<file path="src/rtl/rotate_pingpong_ctrl.sv">
// Bank scheduler for the two-RAM rotation buffer: ping-pongs line-block banks between writer and reader.
// Optional ROTATE_PINGPONG_STATS_EN macro enables the saturating dropped_rows counter.
module rotate_pingpong_ctrl #(
    parameter int BLOCK_ROWS = 8,
    parameter int CNT_W      = 8
) (
    input  logic             img_clk,
    input  logic             reset,
    input  logic             enable,
    input  logic             frame_start,
    input  logic             frame_end,
    input  logic             row_done,
    input  logic             rd_done,
    output logic             wr_ready,
    output logic             wr_bank,
    output logic             rd_start,
    output logic             rd_bank,
    output logic [CNT_W-1:0] rd_rows,
    output logic             overflow,
    output logic [15:0]      dropped_rows,
    output logic [3:0]       bank_state
);

    typedef enum logic [1:0] {EMPTY, FILLING, FULL, DRAINING} bank_st_t;

    localparam logic [CNT_W-1:0] FULL_CNT = CNT_W'(BLOCK_ROWS);

    bank_st_t         st    [2];
    bank_st_t         st_n  [2];
    logic [CNT_W-1:0] cnt   [2];
    logic [CNT_W-1:0] cnt_n [2];
    logic             frame_active, active_n;
    logic             wr_bank_n, rd_bank_n;
    logic             wr_ready_n, rd_start_n, overflow_n;
    logic [CNT_W-1:0] rd_rows_n;

    // Writer side is resolved first (row count, then frame_end, then frame_start);
    // reader side only ever touches FULL/DRAINING banks so the two never collide.
    always_comb begin
        st_n       = st;
        cnt_n      = cnt;
        wr_bank_n  = wr_bank;
        rd_bank_n  = rd_bank;
        active_n   = frame_active;
        overflow_n = overflow;
        rd_start_n = 1'b0;
        rd_rows_n  = rd_rows;

        if (st[wr_bank] == EMPTY && frame_active && enable)
            st_n[wr_bank] = FILLING;

        if (row_done) begin
            if (wr_ready) begin
                cnt_n[wr_bank] = cnt[wr_bank] + 1'b1;
                if (cnt_n[wr_bank] == FULL_CNT) begin
                    st_n[wr_bank] = FULL;
                    wr_bank_n     = ~wr_bank;
                end
            end else begin
                overflow_n = 1'b1;
            end
        end

        if (frame_end) begin
            active_n = 1'b0;
            if (st_n[wr_bank_n] == FILLING) begin
                if (cnt_n[wr_bank_n] != '0) begin
                    st_n[wr_bank_n] = FULL;
                    wr_bank_n       = ~wr_bank_n;
                end else begin
                    st_n[wr_bank_n] = EMPTY;
                end
            end
        end

        if (frame_start && enable) begin
            if (frame_active && st_n[wr_bank_n] == FILLING) begin
                st_n[wr_bank_n]  = EMPTY;
                cnt_n[wr_bank_n] = '0;
            end
            active_n   = 1'b1;
            overflow_n = 1'b0;
        end

        if (st[0] != DRAINING && st[1] != DRAINING && st[rd_bank] == FULL) begin
            st_n[rd_bank] = DRAINING;
            rd_rows_n     = cnt[rd_bank];
            rd_start_n    = 1'b1;
        end else if (rd_done && st[rd_bank] == DRAINING) begin
            st_n[rd_bank]  = EMPTY;
            cnt_n[rd_bank] = '0;
            rd_bank_n      = ~rd_bank;
        end

        wr_ready_n = (st_n[wr_bank_n] == FILLING);
    end

    always_ff @(posedge img_clk) begin
        if (reset) begin
            st[0]        <= EMPTY;
            st[1]        <= EMPTY;
            cnt[0]       <= '0;
            cnt[1]       <= '0;
            frame_active <= 1'b0;
            wr_bank      <= 1'b0;
            rd_bank      <= 1'b0;
            wr_ready     <= 1'b0;
            rd_start     <= 1'b0;
            rd_rows      <= '0;
            overflow     <= 1'b0;
        end else begin
            st[0]        <= st_n[0];
            st[1]        <= st_n[1];
            cnt[0]       <= cnt_n[0];
            cnt[1]       <= cnt_n[1];
            frame_active <= active_n;
            wr_bank      <= wr_bank_n;
            rd_bank      <= rd_bank_n;
            wr_ready     <= wr_ready_n;
            rd_start     <= rd_start_n;
            rd_rows      <= rd_rows_n;
            overflow     <= overflow_n;
        end
    end

`ifdef ROTATE_PINGPONG_STATS_EN
    logic drop;
    assign drop = row_done & ~wr_ready;

    always_ff @(posedge img_clk) begin
        if (reset)
            dropped_rows <= '0;
        else if (drop && dropped_rows != 16'hFFFF)
            dropped_rows <= dropped_rows + 16'd1;
    end
`else
    assign dropped_rows = '0;
`endif

    assign bank_state = {st[1], st[0]};

endmodule

</file>
<file path="config.mk">
export PLATFORM = sky130hd
export DESIGN_NAME = rotate_pingpong_ctrl
export DESIGN_NICKNAME = d
export VERILOG_FILES = /design/src/rtl/rotate_pingpong_ctrl.sv
export SDC_FILE = /design/constraint.sdc
export NUM_CORES = 1
export LEC_CHECK = 0
export CORE_MARGIN = 10
export CORE_UTILIZATION = 45
export CTS_BUF_LIST = sky130_fd_sc_hd__clkbuf_8
export DETAILED_ROUTE_END_ITERATION = 6
export GPL_ROUTABILITY_DRIVEN = 0
export PLACE_DENSITY = 0.84
export SETUP_SLACK_MARGIN = 0.1
export SLEW_MARGIN = 5
export SYNTH_ARGS = -nofsm -noshare
export SYNTH_HDL_FRONTEND = slang
export SYNTH_SLANG_ARGS = --single-unit
export TNS_END_PERCENT = 50
</file>
<file path="constraint.sdc">
create_clock -name img_clk -period 3.95 [get_ports img_clk]
set_clock_uncertainty 0.1 [all_clocks]
set_input_delay 0.79 -clock img_clk [delete_from_list [all_inputs] [get_ports img_clk]]
set_output_delay 0.79 -clock img_clk [all_outputs]
set_load 0.01 [all_outputs]
</file>
==> flow_metrics.tcl <==
set metrics [dict create \
    status "finished, final reports clean" \
    area_growth_pct 17.21 \
    synth_fa_ha_area_frac 0.01006 \
    ys_seq_area_frac 0.3039 \
    synth-compound-area-share 0.2408 \
    root_buffer "clkbuf_8" \
    die-area_um2 8198 \
    grt_antenna_before_repair 0 \
    cts_hold_buf 0 \
    cp_top_family "compound AO/OA/AOI/OAI gates" \
    maxCapViolCount 0 \
    yosys-top-cells-area "dfxtp_1 30%, buf_4 5.7%, nor2_1 5.4%" \
    worst_ep_arrival_time_ns 3.79 \
    p_sw_uw 161.7 \
    drt_pre_antenna_iters 5 \
    syn_area_um2 2240 \
    avgViaCountPerCell 5.889 \
    layout-drive-gt1-share 0.1097 \
    timing.fmax_mhz 268.5 \
    power.density_nw_per_um2 269.8 \
    cts_buffer_depth 2 \
    start_kind "register" \
    final_area_um2 2625 \
    reg2reg_depth 11 \
    num_rows 25 \
    clkSlewWorstSetupHoldPaths_ns 0.07 \
    pin_count 40 \
    pre_cts_slack_ns 0.003806 \
    setup_viol 0 \
    worst-path-buf-inv 0 \
    path_cells "mux2_2, ha_4, a21oi_1, nand4b_1, a211o_1, o41a_1, o22a_1, mux2_4, a2111o_1, o31ai_4, a21oi_1" \
    seq_power_share 0.490 \
    ant_nets 0 \
    grt_pass1_vias 2063 \
    cts.htree.levels 2 \
    worst_slack_ns 0.2258 \
    power_frac_comb 0.061 \
    maxSlewHeadroom 0.3580 \
    mostFrequentLayoutCells "32 x nor2_1, 32 x dfxtp_1, 31 x nand2_1" \
    intPower_uw 546.6 \
    nFillCells 456 \
    crit_cells 11 \
    end_kind "register" \
    hold_depth 2 \
    cp.required_ns 4.02 \
    grt_overflow 0 \
    drc 0 \
    synth_cells 288 \
    clk_latency_ns 0.30 \
    synth_ff_type "dfxtp_1" \
    ys_ff_latch 34 \
    peakVddDrop_mv 0.2142 \
    slew_violations 0 \
    crit_path_frequent_cell "a21oi_1" \
    synthXorXnorAreaFrac 0.05084 \
    vias 2220 \
    synthSimpleGateAreaFrac 0.2564 \
    ys_warn_count 0 \
    p_sw_frac 0.2282 \
    wl_um 6021 \
    rsz0062_at_grt "no" \
    core_area_um2 4786 \
    cts-buffers-inserted 5 \
    leakage_nw 0.8948 \
    detail_route.wl_per_cell_um 15.97 \
    hold_viol 0 \
    tightest_slew_ns 0.9573 \
    grt_start_max_net_pins 26 \
    cts_tree "built" \
    fin_crit_sh 0.9428 \
    synth_top_area_frac 0.3039 \
    total_power_uw 708.3 \
    synth_mux_area_frac 0.03017 \
    first_iter_violations 300 \
    path_class "reg -> reg" \
    worstPathMaxFanout 14 \
    die_h_um 90.55 \
    portBuffers 23 \
    synth_edf_count 0 \
    min_period_ns 3.724 \
    syn_area_per_cell_um2 7.777 \
    critical-path-max-stage-delay_ns 0.45 \
    synthDistinctLibCells 63 \
    fin_setup_tns_ns 0 \
    hpwl_um 4497 \
    dpl_cell_area_um2 2507 \
    start_util 0.4680 \
    nets 317 \
    cts.sinks 34 \
    num_antenna_cells 0 \
    die_w_um 90.55 \
    synth-async-reset-ratio 0 \
    grt_pass1_wl_um 9970 \
    cp_slowest_cell "dfxtp_4" \
    clkPwrFrac 0.449 \
    yosysTopAreaCell "dfxtp_1" \
    grt.total_usage 0.1426 \
    hold_class "reg -> reg" \
    synth_top_family_by_area "simple AND/OR/NAND/NOR gates" \
]
path summary, 6_finish.rpt:
check	start	end	slack, ns
setup / recovery	wr_bank$_SDFF_PP0_	cnt[1]$_SDFF_PP0_	0.23
hold / removal	cnt[7]$_SDFF_PP0_	rd_rows[7]$_SDFFE_PP0P_	0.41
setup reg to reg	wr_bank$_SDFF_PP0_	cnt[1]$_SDFF_PP0_	0.23
hold reg to reg	cnt[7]$_SDFF_PP0_	rd_rows[7]$_SDFFE_PP0P_	0.41
power by group through the flow:
stage	combinational, mW	clock, mW	sequential [mW]
final	0.0429	0.318	0.347
after global placement	0.0409	0	0.355
after CTS	0.0415	0.320	0.347
after detailed placement	0.0414	0	0.355
after global routing	0.0466	0.337	0.347
after floorplan	0.0366	0	0.354
stage by stage:
stage / hold slack [ns] / utilization / cells
floorplan: 0.3575 / - / 303
global placement: 0.4113 / 0.5239 / 368
detailed placement: 0.4164 / 0.5239 / 368
CTS: 0.4228 / 0.5467 / 376
global route: 0.4276 / 0.5485 / 377
finish: 0.4112 / 0.5485 / 377
kinds of logic after synthesis:
group	after synthesis
AND/OR/NAND/NOR	114
AO/OA/AOI/OAI	74
buffers and inverters	44
flip-flops	34
XOR/XNOR	13
multiplexers	6
adder cells (fa/ha/maj)	2
other	1
layer usage:
| layer | track usage | share of wire | vias up |
|---|---|---|---|
| li1 | - | - | 1051 |
| met1 | 0.1612 | 0.42 | 1044 |
| met2 | 0.2446 | 0.48 | 108 |
| met3 | 0.04572 | 0.080 | 17 |
| met4 | 0.05040 | 0.022 | 0 |
| met5 | 0 | 0 | - |
synthesized netlist by cell type, types with 2 or more instances:
cell type  number
dfxtp_1        34
nor2_1         32
nand2_1        31
a21oi_1        19
buf_4          17
a22oi_1        11
xnor2_1        11
inv_1          10
nand3_1        10
clkbuf_1        9
o21ai_0         8
nor3_1          7
buf_2           6
and3_1          4
o211ai_1        4
or3_1           4
a31oi_1         3
mux2i_1         3
nand3b_1        3
nand4_1         3
nand4b_1        3
nor2b_1         3
o21a_1          3
a211o_1         2
a211oi_1        2
a221o_1         2
a31o_2          2
mux2_2          2
o2111ai_1       2
o22ai_1         2
o41a_1          2
or4_1           2
xor2_1          2
sequential cells by signal, summed over array words and instances, names as in the netlist:
name          flops
bank_state        4
cnt              16
frame_active      1
overflow          1
rd_bank           1
rd_rows           8
rd_start          1
wr_bank           1
wr_ready          1
area by class of cell:
type                       instances  area [um2]  area share
clock buffer                       5       68.82     0.02622
clock inverter                     3       40.04     0.01525
tap                               67       83.83     0.03194
sequential                        34       685.7      0.2612
timing repair buffer              33       305.3      0.1163
multi-input combinational        225        1404      0.5348
inverter                          10       37.54     0.01430
worst min-delay path, delay by kind of cell, from the launching register on:
kind / cells / cell delay, ns
flip-flops: 1 / 0.35
AO/OA/AOI/OAI: 1 / 0.05
AND/OR/NAND/NOR: 1 / 0.07
repair_timing:
action / CTS / global route
buffers inserted: 0 / 1
endpoints found under the setup margin: 0 / 8
resized for setup: 0 / 1
No activity file was read; power rests on OpenSTA's default activity.
